`src/rtl/timer_top.sv`:
```
// ---------------------------------------------------------------------------
// timer_top
//
// Memory-mapped 32-bit down-counting timer on the SoC data bus. A prescaler
// divides clk into ticks. Each tick decrements COUNT. When COUNT steps from
// 1, the sticky EXP flag is set and COUNT either reloads from LOAD (AUTO=1)
// or parks at 0. Done is a level interrupt request, equal to EXP & IE.
//
// Register map (A):
//   0 CTRL   rw  bit0 EN, bit1 AUTO, bit2 IE; other bits read 0
//   1 LOAD   rw  reload value
//   2 COUNT  rw  current count; a write overrides a same-cycle tick
//   3 STATUS     bit0 EXP; writing 1 to bit0 clears it (a same-cycle set wins)
//
// Ports:
//   clk   in   system clock, rising edge
//   rst   in   asynchronous active-low reset
//   A     in   [1:0]  register select
//   WE    in   write strobe for this peripheral
//   WD    in   [31:0] write data
//   RD    out  [31:0] read data, combinational from A
//   Done  out  interrupt request, level
// ---------------------------------------------------------------------------
module timer_top #(
    parameter int PRESCALE = 4,
    parameter int PS_W     = 16
) (
    input  logic        clk,
    input  logic        rst,
    input  logic [1:0]  A,
    input  logic        WE,
    input  logic [31:0] WD,
    output logic [31:0] RD,
    output logic        Done
);

    localparam logic [1:0] ADDR_CTRL   = 2'd0;
    localparam logic [1:0] ADDR_LOAD   = 2'd1;
    localparam logic [1:0] ADDR_COUNT  = 2'd2;
    localparam logic [1:0] ADDR_STATUS = 2'd3;

    localparam logic [PS_W-1:0] PS_LAST = PS_W'(PRESCALE - 1);

    logic            en_q;
    logic            auto_q;
    logic            ie_q;
    logic [31:0]     load_q;
    logic [31:0]     count_q;
    logic            exp_q;
    logic [PS_W-1:0] ps_q;

    logic wr_ctrl;
    logic wr_load;
    logic wr_count;
    logic wr_status;
    logic en_next;
    logic tick;
    logic expire;

    assign wr_ctrl   = WE && (A == ADDR_CTRL);
    assign wr_load   = WE && (A == ADDR_LOAD);
    assign wr_count  = WE && (A == ADDR_COUNT);
    assign wr_status = WE && (A == ADDR_STATUS);

    assign en_next = wr_ctrl ? WD[0] : en_q;

    // Tick is qualified by the current EN, so the cycle in which EN is
    // being written to 0 still counts as enabled.
    assign tick = en_q && (ps_q == PS_LAST);

    // A COUNT write takes priority over the tick, including its expiry.
    assign expire = tick && !wr_count && (count_q == 32'd1);

    // Control and reload registers
    always_ff @(posedge clk or negedge rst) begin
        if (!rst) begin
            en_q   <= 1'b0;
            auto_q <= 1'b0;
            ie_q   <= 1'b0;
            load_q <= 32'd0;
        end else begin
            if (wr_ctrl) begin
                en_q   <= WD[0];
                auto_q <= WD[1];
                ie_q   <= WD[2];
            end
            if (wr_load) begin
                load_q <= WD;
            end
        end
    end

    // Prescaler: held at 0 while disabled, and restarted from 0 on the
    // cycle EN rises so the first tick lands PRESCALE cycles later.
    always_ff @(posedge clk or negedge rst) begin
        if (!rst) begin
            ps_q <= '0;
        end else if (!en_q || !en_next) begin
            ps_q <= '0;
        end else if (tick) begin
            ps_q <= '0;
        end else begin
            ps_q <= ps_q + 1'b1;
        end
    end

    // Count register. Reload uses the LOAD value held before this edge, so a
    // simultaneous LOAD write only affects the following reload.
    always_ff @(posedge clk or negedge rst) begin
        if (!rst) begin
            count_q <= 32'd0;
        end else if (wr_count) begin
            count_q <= WD;
        end else if (tick) begin
            if (count_q > 32'd1) begin
                count_q <= count_q - 32'd1;
            end else if (count_q == 32'd1) begin
                count_q <= auto_q ? load_q : 32'd0;
            end
        end
    end

    // Sticky expiry flag; set beats a same-cycle write-1-to-clear.
    always_ff @(posedge clk or negedge rst) begin
        if (!rst) begin
            exp_q <= 1'b0;
        end else if (expire) begin
            exp_q <= 1'b1;
        end else if (wr_status && WD[0]) begin
            exp_q <= 1'b0;
        end
    end

    always_comb begin
        RD = 32'd0;
        case (A)
            ADDR_CTRL:   RD = {29'd0, ie_q, auto_q, en_q};
            ADDR_LOAD:   RD = load_q;
            ADDR_COUNT:  RD = count_q;
            ADDR_STATUS: RD = {31'd0, exp_q};
            default:     RD = 32'd0;
        endcase
    end

    assign Done = exp_q & ie_q;

endmodule

```
`config.mk`:
```
export PLATFORM = sky130hd
export DESIGN_NAME = timer_top
export DESIGN_NICKNAME = d
export VERILOG_FILES = /design/src/rtl/timer_top.sv
export SDC_FILE = /design/constraint.sdc
export NUM_CORES = 1
export LEC_CHECK = 0
export BUFFER_PORTS_ARGS = -buffer_cell sky130_fd_sc_hd__buf_4
export CAP_MARGIN = 20
export CELL_PAD_IN_SITES_DETAIL_PLACEMENT = 1
export CELL_PAD_IN_SITES_GLOBAL_PLACEMENT = 2
export CORE_UTILIZATION = 36
export DETAILED_ROUTE_END_ITERATION = 6
export GPL_ROUTABILITY_DRIVEN = 0
export PLACE_DENSITY = 0.82
export SLEW_MARGIN = 15
export SYNTH_ARGS = -nofsm -noshare
export SYNTH_HDL_FRONTEND = slang
export SYNTH_SLANG_ARGS = --single-unit
```
`constraint.sdc`:
```
create_clock -name clk -period 3.1 [get_ports clk]
set_input_delay 0.155 -clock clk [delete_from_list [all_inputs] [get_ports clk]]
set_output_delay 0.155 -clock clk [all_outputs]
set_load 0.01 [all_outputs]
```
==> flow_metrics.py, run 1 <==
metrics = {
    "route": {
        "first_pass_iters": 4,
        "wl_per_cell_um": 21.0,
        "ant_nets": 0,
        "dr.first_iter.drc_count": 241,
        "routed-via-count": 4573,
        "viasPerCell": 5.90,
        "routed_wl_um": 16200,
        "remaining_drc_errors": 0,
    },
    "critical_path": {
        "worstSetupPathDepth": 6,
        "regToRegEndpoint": "count_q[17]",
        "timing.critical_path.slowest_stage_cell": "or4_1",
        "crit_chain": "or4_1 > or4_1 > or4_4 > a21oi_1 > a311oi_1 > a221o_2",
        "rr_worst_depth": 6,
        "crit_path_frequent_cell": "or4_1",
        "timing.critical_path.to": "count_q[17]",
        "timing.critical_path.from": "count_q[5]",
        "crit_buf_inv": 0,
        "arrival_ns": 3.16,
        "slowest_delay_ns": 0.65,
        "critical_path.startpoint_type": "register",
        "r2r-start": "count_q[5]",
        "worst_setup_path_end_kind": "register",
        "worst-setup-path-type": "register to register",
        "timing.critical_path.required_ns": 3.34,
        "worst_path_dominant_cell_family": "simple AND/OR/NAND/NOR gates",
        "largest_fanout_on_the_critical_path": 12,
        "reg2reg_setup_slack_ns": 0.18,
    },
    "clock_network": {
        "tritoncts": "yes",
        "clkLatencyLatePin_ns": 0.35,
        "cts_root_buf": "clkbuf_16",
        "number_of_h_tree_levels": 3,
        "ctsLongestPathBuffers": 2,
        "postCtsResizedCells": 0,
        "worst_setup_hold_path_clk_slew_ns": 0.07,
        "tritoncts.num_buffers": 9,
        "numClockSinks": 84,
    },
    "synthesis": {
        "edff_count_synth": 0,
        "yosysMostFrequentCell": "dfrtp_1",
        "synth_nets": 559,
        "yosys.area.top_type": "dfrtp_1",
        "synth-seq-area-share": 0.422,
        "synth.yosys.warnings": 0,
        "netlist_instances": 519,
        "synth.ff_latch_count": 84,
        "synth.top_cell.area_share": 0.422,
        "synth-async-reset-ratio": 1.00,
        "yosys_most_used_dff": "dfrtp_1",
        "mappedNetlistArea_um2": 4980,
        "syn-mean-instance-area_um2": 9.60,
        "synth.top_cells.by_count": "dfrtp_1 (84), nor2_1 (40), a21oi_1 (35), mux2_2 (35), nand2_1 (34)",
        "yosysUniqueCellTypes": 57,
        "synth.top_cells.by_area": "dfrtp_1 (42%), mux2_2 (7.9%), a22o_1 (5.3%)",
    },
    "global_routing": {
        "pin_count_of_the_biggest_net_entering_global_routing": 85,
        "grt_overflow_total": 0,
        "number_of_antenna_violations_at_the_first_check_in_global_routing": 0,
        "number_of_global_route_vias_before_repair": 4943,
        "wire_length_of_the_first_global_routing_pass_um": 27100,
        "track_usage": 0.243,
    },
    "finish": {
        "flow.area_growth_from_synthesis_pct": 23.7,
        "nets": 634,
        "final_layout_size_suffix_gt1_frac": 0.277,
        "fillers": 1556,
        "stdcell_area_um2": 6160,
        "stdcell_count": 775,
        "insertedDiodeCount": 0,
    },
    "place": {
        "dpl.cell_count": 758,
        "detailedPlacementHpwl_um": 11400,
        "port-buffer-count": 69,
        "detailed_place.area_um2": 5830,
    },
    "timing": {
        "max_slew.worst_pin.slew_ns": 0.690,
        "slew-limit-headroom": 0.540,
        "grt_setup_unrepaired": "false",
        "holdWs_ns": 0.0452,
        "timing.final.crit_period_ns": 2.92,
        "final.setup_skew_ns": 0.00764,
        "finalSetupViolCount": 0,
        "report.final.hold_viol_count": 0,
        "achievable-frequency_mhz": 343,
        "totalNegativeSetupSlack_ns": 0,
        "period_share": 0.941,
        "drv_slew": 0,
    },
    "die": {
        "floorplan.initialDensity": 0.373,
        "floorplan.rows": 42,
        "die_x_um": 120,
        "design.die.area_um2": 14300,
        "number_of_i_o_pins": 70,
        "die_h_um": 120,
        "core_area_um2": 13300,
    },
    "pwr": {
        "power.density_nw_per_um2": 551,
        "power.ir.vdd_worst_mv": 0.207,
        "p_leak_nw": 2.50,
    },
    "run_status": {
        "run_status": "finished, final reports clean",
    },
    "worst_hold_path": {
        "tightest_hold_check_type": "input pin to register",
    },
    "run": {
        "total_of_max_cap_violations": 0,
    },
}
==> repair_timing <==
| item | 4_1_cts | 5_1_grt |
|---|---|---|
| setup buffers | 0 | 0 |
| hold buffers | 1 | 0 |
| endpoints found under the hold margin | 84 | 0 |
==> where the power goes <==
part	internal [mW]	total (mW)	switching [mW]
registers	1.27	1.52	0.247
logic	0.374	0.710	0.336
clock network	0.695	1.17	0.471
==> area by class of cell <==
class / count / area [um^2] / share of cell area
clock buffers: 12 / 267 / 0.0433
multi-input cells: 395 / 2720 / 0.441
repair buffers: 101 / 786 / 0.128
flip-flops and latches: 84 / 2100 / 0.341
well taps: 176 / 220 / 0.0357
inverters: 3 / 11.3 / 0.00183
clock inverters: 4 / 56.3 / 0.00914
==> logic make-up (layout without fill, tap and decap cells) <==
| group | count (synthesis) | in the layout | synth area share |
|---|---|---|---|
| simple gates | 170 | 170 | 0.182 |
| xor+xnor | 33 | 33 | 0.0580 |
| flops | 84 | 84 | 0.422 |
| fa+ha+maj | 3 | 3 | 0.00754 |
| buf+inv | 40 | 120 | 0.0332 |
| compound gates | 149 | 149 | 0.205 |
| mux | 40 | 40 | 0.0917 |
==> flip-flops by register name, indices dropped and copies added, names as in the netlist <==
| signal | cells |
|---|---|
| auto_q | 1 |
| count_q | 32 |
| en_q | 1 |
| exp_q | 1 |
| ie_q | 1 |
| load_q | 32 |
| ps_q | 16 |
==> routing by layer <==
metal / share of wire / vias to the layer above / track usage / wire (um)
met5: 0 / - / 0 / 0
met4: 0.019 / 0 / 0.0930 / 314
met3: 0.045 / 20 / 0.0409 / 723
met2: 0.48 / 105 / 0.398 / 7780
met1: 0.46 / 2338 / 0.321 / 7420
li1: - / 2110 / - / -
==> through the flow <==
stage,power (mW),utilization,setup WS [ns]
finish,3.39,0.462,0.182
global route,3.56,0.462,0.0977
CTS,3.42,0.462,0.196
detailed placement,2.24,0.437,0.222
global placement,2.21,0.437,0.267
floorplan,1.89,-,0.451
==> worst min path at each step <==
stage                     startpoint         end  slack [ns]  cells past startpoint
after floorplan                  rst      auto_q       -0.14                      0
after global placement           rst     ps_q[9]        0.23                      2
after detailed placement         rst     ps_q[9]        0.23                      2
after CTS                     WD[29]  load_q[29]        0.03                      2
after global routing          WD[29]  load_q[29]        0.04                      2
final                          WD[8]   load_q[8]        0.05                      2
==> placed cells by master (no fill, tap or decap), types with 4 or more instances in the layout <==
master	count
nor4_1	15
a211oi_1	5
or3_1	7
xnor2_1	17
clkbuf_16	9
o22ai_1	16
nand3_1	17
nor3_1	13
o21ai_0	25
nand4_1	9
mux2_2	35
a311oi_1	4
or4_1	6
buf_4	98
a31oi_1	7
dfrtp_1	84
a22oi_1	4
nand2_1	34
nor2_1	40
a22o_1	30
a21oi_1	35
mux2i_1	4
xor2_1	16
and2_1	4
Power figures use the tool's default switching activity.
==> run 2: changes to the inputs <==
CORE_UTILIZATION = 37   (was 36)
CTS_BUF_LIST = sky130_fd_sc_hd__clkbuf_4 sky130_fd_sc_hd__clkbuf_8   (was unset)
PLACE_DENSITY = 0.84   (was 0.82)
==> flow_metrics.py, run 2 (same netlist as run 1, synthesis figures left out) <==
metrics = {
    "global_routing": {
        "track_usage": 0.247,
        "pin_count_of_the_biggest_net_entering_global_routing": 85,
        "wire_length_of_the_first_global_routing_pass_um": 26900,
        "number_of_global_route_vias_before_repair": 4857,
        "number_of_antenna_violations_at_the_first_check_in_global_routing": 0,
        "grt_overflow_total": 0,
    },
    "place": {
        "detailedPlacementHpwl_um": 11500,
        "port-buffer-count": 69,
        "detailed_place.area_um2": 5830,
        "dp_slack_ns": 0.190,
    },
    "clock_network": {
        "post-cts-setup-buffer-count": 0,
        "ctsLongestPathBuffers": 2,
        "tritoncts": "yes",
        "postCtsResizedCells": 0,
        "number_of_h_tree_levels": 3,
        "cts_stage_hold_buffer_count": 0,
        "worst_setup_hold_path_clk_slew_ns": 0.09,
        "cts_root_buf": "clkbuf_8",
        "clkLatencyLatePin_ns": 0.38,
        "tritoncts.num_buffers": 9,
        "numClockSinks": 84,
    },
    "critical_path": {
        "critical_path.startpoint_type": "register",
        "worst_setup_path_end_kind": "register",
        "crit_chain": "or4_4 > or4_1 > or4_4 > a21oi_1 > a311oi_1 > a221o_2",
        "largest_fanout_on_the_critical_path": 12,
        "crit_path_frequent_cell": "or4_4",
        "reg2reg_setup_slack_ns": 0.15,
        "crit_buf_inv": 0,
        "slowest_delay_ns": 0.69,
        "arrival_ns": 3.21,
        "rr_worst_depth": 6,
        "worst_path_dominant_cell_family": "simple AND/OR/NAND/NOR gates",
        "regToRegEndpoint": "count_q[17]",
        "worst-setup-path-type": "register to register",
        "timing.critical_path.slowest_stage_cell": "or4_4",
        "r2r-start": "count_q[27]",
        "timing.critical_path.required_ns": 3.36,
    },
    "timing": {
        "drv_slew": 0,
        "achievable-frequency_mhz": 339,
        "final.setup_skew_ns": 0.00920,
        "report.final.hold_viol_count": 0,
        "grt_setup_unrepaired": "false",
        "setup_ws_ns": 0.153,
        "finalSetupViolCount": 0,
        "timing.final.crit_period_ns": 2.95,
        "slew-limit-headroom": 0.461,
        "period_share": 0.951,
        "totalNegativeSetupSlack_ns": 0,
        "max_slew.worst_pin.slew_ns": 0.808,
    },
    "die": {
        "core_area_um2": 13200,
        "die_h_um": 118,
        "floorplan.rows": 42,
        "design.die.area_um2": 13900,
        "number_of_i_o_pins": 70,
        "floorplan.initialDensity": 0.378,
        "die_x_um": 118,
    },
    "finish": {
        "final_layout_size_suffix_gt1_frac": 0.273,
        "biggestRegsByFlops": "count_q: 32 flops, load_q: 32 flops, ps_q: 16 flops",
        "nets": 631,
        "multi_input_area_um2": 2720,
        "final_core_utilization": 0.458,
        "ff_latch_area_um2": 2100,
        "layout.cells.most_common": "buf_4",
        "stdcell_area_um2": 6050,
        "fillers": 1506,
        "layout_common_cells": "buf_4 (92), dfrtp_1 (84), nor2_1 (40)",
        "insertedDiodeCount": 0,
        "flow.area_growth_from_synthesis_pct": 21.4,
    },
    "pwr": {
        "power.density_nw_per_um2": 507,
        "post-layout-total-power_mw": 3.06,
        "power.ir.vdd_worst_mv": 0.246,
        "p_leak_nw": 2.45,
    },
    "route": {
        "dr.first_iter.drc_count": 256,
        "viasPerCell": 5.89,
        "wl_per_cell_um": 21.1,
        "remaining_drc_errors": 0,
        "ant_nets": 0,
        "routed_wl_um": 16300,
        "routed-via-count": 4547,
        "first_pass_iters": 4,
    },
    "run": {
        "total_of_max_cap_violations": 0,
    },
    "run_status": {
        "run_status": "finished, final reports clean",
    },
    "worst_hold_path": {
        "tightest_hold_check_type": "input pin to register",
        "cells_on_worst_hold_path": 2,
        "min-delay-start": "WD[12]",
        "holdPathEnd": "load_q[12]",
    },
}
-- run 2: cell types whose count changed in the layout (fill, tap and decap cells not counted) --
cell / change
clkbuf_8: +8
buf_12: +2
buf_6: +1
clkbuf_16: -9
clkinv_4: -3
clkinv_2: +4
buf_4: -6
-- run 2: worst max-delay path by stage --
stage,depth (start not counted),to,start
after floorplan,8,count_q[1],count_q[24]
after global placement,6,count_q[17],count_q[26]
after detailed placement,6,count_q[17],count_q[26]
after CTS,6,count_q[17],count_q[27]
after global routing,6,count_q[17],count_q[26]
final,6,count_q[17],count_q[27]
-- run 2: area by class of cell --
class                      count  area share
multi-input combinational    395       0.450
sequential                    84       0.348
timing repair buffer          98       0.131
tap                          176      0.0364
clock buffer                  11      0.0250
clock inverter                 5     0.00828
inverter                       3     0.00186
-- run 2: per-stage QoR --
stage / hold WS (ns) / cells
finish: 0.0153 / 772
global route: 0.0121 / 772
CTS: 0.00249 / 771
detailed placement: 0.404 / 755
global placement: 0.400 / 755
floorplan: -0.141 / 519
-- run 2: power breakdown --
| group | switching [mW] | leakage (nW) | total (mW) | internal (mW) |
|---|---|---|---|---|
| logic | 0.340 | 1.33 | 0.713 | 0.373 |
| clock network | 0.425 | 0.109 | 0.836 | 0.411 |
| registers | 0.245 | 1.02 | 1.51 | 1.27 |
| total | 1.01 | 2.45 | 3.06 | 2.05 |
-- run 2: per-layer routing --
metal / track usage / vias up / wire length, um
li1: - / 2098 / -
met1: 0.323 / 2310 / 7300
met2: 0.415 / 121 / 7990
met3: 0.0436 / 18 / 719
met4: 0.0761 / 0 / 294
met5: 0 / - / 0
==> run 3: changes to the inputs <==
CORE_ASPECT_RATIO = 1.1   (was unset)
==> flow_metrics.py, run 3 (same netlist as run 1, synthesis figures left out) <==
metrics = {
    "timing": {
        "period_share": 0.948,
        "max_slew.worst_pin.slew_ns": 0.980,
        "achievable-frequency_mhz": 340,
        "timing.final.crit_period_ns": 2.94,
        "holdWs_ns": 0.0185,
        "finalSetupViolCount": 0,
        "report.final.hold_viol_count": 0,
        "slew-limit-headroom": 0.347,
        "grt_setup_unrepaired": "false",
        "drv_slew": 0,
        "setup_ws_ns": 0.162,
        "totalNegativeSetupSlack_ns": 0,
        "final.setup_skew_ns": 0.0118,
    },
    "critical_path": {
        "critical_path.startpoint_type": "register",
        "largest_fanout_on_the_critical_path": 12,
        "timing.critical_path.from": "count_q[27]",
        "reg2reg_setup_slack_ns": 0.16,
        "regToRegEndpoint": "count_q[30]",
        "r2r-start": "count_q[27]",
        "worst-setup-path-type": "register to register",
        "timing.critical_path.required_ns": 3.36,
        "arrival_ns": 3.20,
        "rr_worst_depth": 6,
        "worst_setup_path_end_kind": "register",
    },
    "clock_network": {
        "number_of_h_tree_levels": 3,
        "ctsLongestPathBuffers": 2,
        "worst_setup_hold_path_clk_slew_ns": 0.09,
        "tritoncts.num_buffers": 9,
        "post-cts-setup-buffer-count": 0,
        "clkLatencyLatePin_ns": 0.38,
        "tritoncts": "yes",
        "cts_root_buf": "clkbuf_8",
        "postCtsResizedCells": 0,
        "numClockSinks": 84,
    },
    "run_status": {
        "run_status": "finished, final reports clean",
    },
    "pwr": {
        "power.ir.vdd_worst_mv": 0.218,
        "switching_share": 0.335,
        "switching_power_mw": 1.02,
        "power.clock.fraction": 0.262,
        "power.density_nw_per_um2": 498,
        "p_int_mw": 2.02,
        "p_leak_nw": 2.48,
        "post-layout-total-power_mw": 3.03,
        "sequentialPowerShare": 0.498,
        "power.combinational.fraction": 0.239,
    },
    "place": {
        "port-buffer-count": 69,
        "detailedPlacementHpwl_um": 11800,
        "dp_slack_ns": 0.192,
    },
    "die": {
        "floorplan.initialDensity": 0.379,
        "design.die.area_um2": 13900,
        "number_of_i_o_pins": 70,
        "core_area_um2": 13200,
        "die_x_um": 113,
        "floorplan.rows": 44,
        "die_h_um": 124,
    },
    "worst_hold_path": {
        "holdPathEnd": "load_q[7]",
        "min-delay-start": "WD[7]",
        "cells_on_worst_hold_path": 2,
        "tightest_hold_check_type": "input pin to register",
    },
    "finish": {
        "insertedDiodeCount": 0,
        "final_core_utilization": 0.463,
        "biggestRegsByFlops": "count_q: 32 flops, load_q: 32 flops, ps_q: 16 flops",
        "layout_common_cells": "buf_4 (100), dfrtp_1 (84), nor2_1 (40)",
        "nets": 643,
        "ff_latch_area_um2": 2100,
        "fillers": 1515,
        "multi_input_area_um2": 2720,
        "flow.area_growth_from_synthesis_pct": 22.2,
        "final_layout_size_suffix_gt1_frac": 0.275,
        "layout.cells.most_common": "buf_4",
    },
    "global_routing": {
        "wire_length_of_the_first_global_routing_pass_um": 27000,
        "number_of_antenna_violations_at_the_first_check_in_global_routing": 0,
        "number_of_global_route_vias_before_repair": 4953,
        "grt_overflow_total": 0,
        "pin_count_of_the_biggest_net_entering_global_routing": 64,
        "track_usage": 0.256,
    },
    "route": {
        "routed_wl_um": 17000,
        "wl_per_cell_um": 22.1,
        "remaining_drc_errors": 0,
        "first_pass_iters": 4,
        "dr.first_iter.drc_count": 250,
        "routed-via-count": 4681,
        "viasPerCell": 6.09,
        "ant_nets": 0,
    },
    "run": {
        "total_of_max_cap_violations": 0,
    },
}
-- run 3: through the flow --
step / instance area (um^2) / instances
floorplan: 4980 / 519
global placement: 5800 / 744
detailed placement: 5800 / 744
CTS: 6090 / 769
global route: 6090 / 769
finish: 6090 / 769
-- run 3: critical path, stage by stage, from the launching register on --
cell     delay, ns
dfrtp_1       0.43
or4_4         0.54
or4_1         0.58
or4_4         0.70
nand2_2       0.18
o21ai_0       0.11
a221o_1       0.27
-- run 3: per-layer routing --
metal	routed length, um	GRT usage
met5	0	0
met4	274	0.103
met3	628	0.0394
met2	8560	0.451
met1	7530	0.315
-- run 3: worst max-delay path by stage --
| stage | end | slack, ns |
|---|---|---|
| 2_1_floorplan | count_q[1] | 0.45 |
| 3_3_place_gp | count_q[17] | 0.27 |
| 3_5_place_dp | count_q[17] | 0.19 |
| 4_1_cts | count_q[30] | 0.18 |
| 5_1_grt | count_q[30] | 0.07 |
| 6_report | count_q[30] | 0.16 |
-- run 3: cell type report --
class | count | area share
multi-input combinational | 395 | 0.447
sequential | 84 | 0.345
timing repair buffer | 110 | 0.141
tap | 161 | 0.0331
clock buffer | 13 | 0.0284
clock inverter | 3 | 0.00308
inverter | 3 | 0.00185
-- run 3: power groups by stage --
stage / Clock [mW] / Sequential, mW / Combinational [mW]
finish: 0.796 / 1.51 / 0.725
floorplan: 0 / 1.43 / 0.460
global route: 0.851 / 1.54 / 0.796
global placement: 0 / 1.51 / 0.694
CTS: 0.821 / 1.51 / 0.727
detailed placement: 0 / 1.53 / 0.714
-- run 3: what timing repair did --
action,CTS,global route
endpoints found under the setup margin,0,0
hold buffers,9,0
endpoints found under the hold margin,69,0
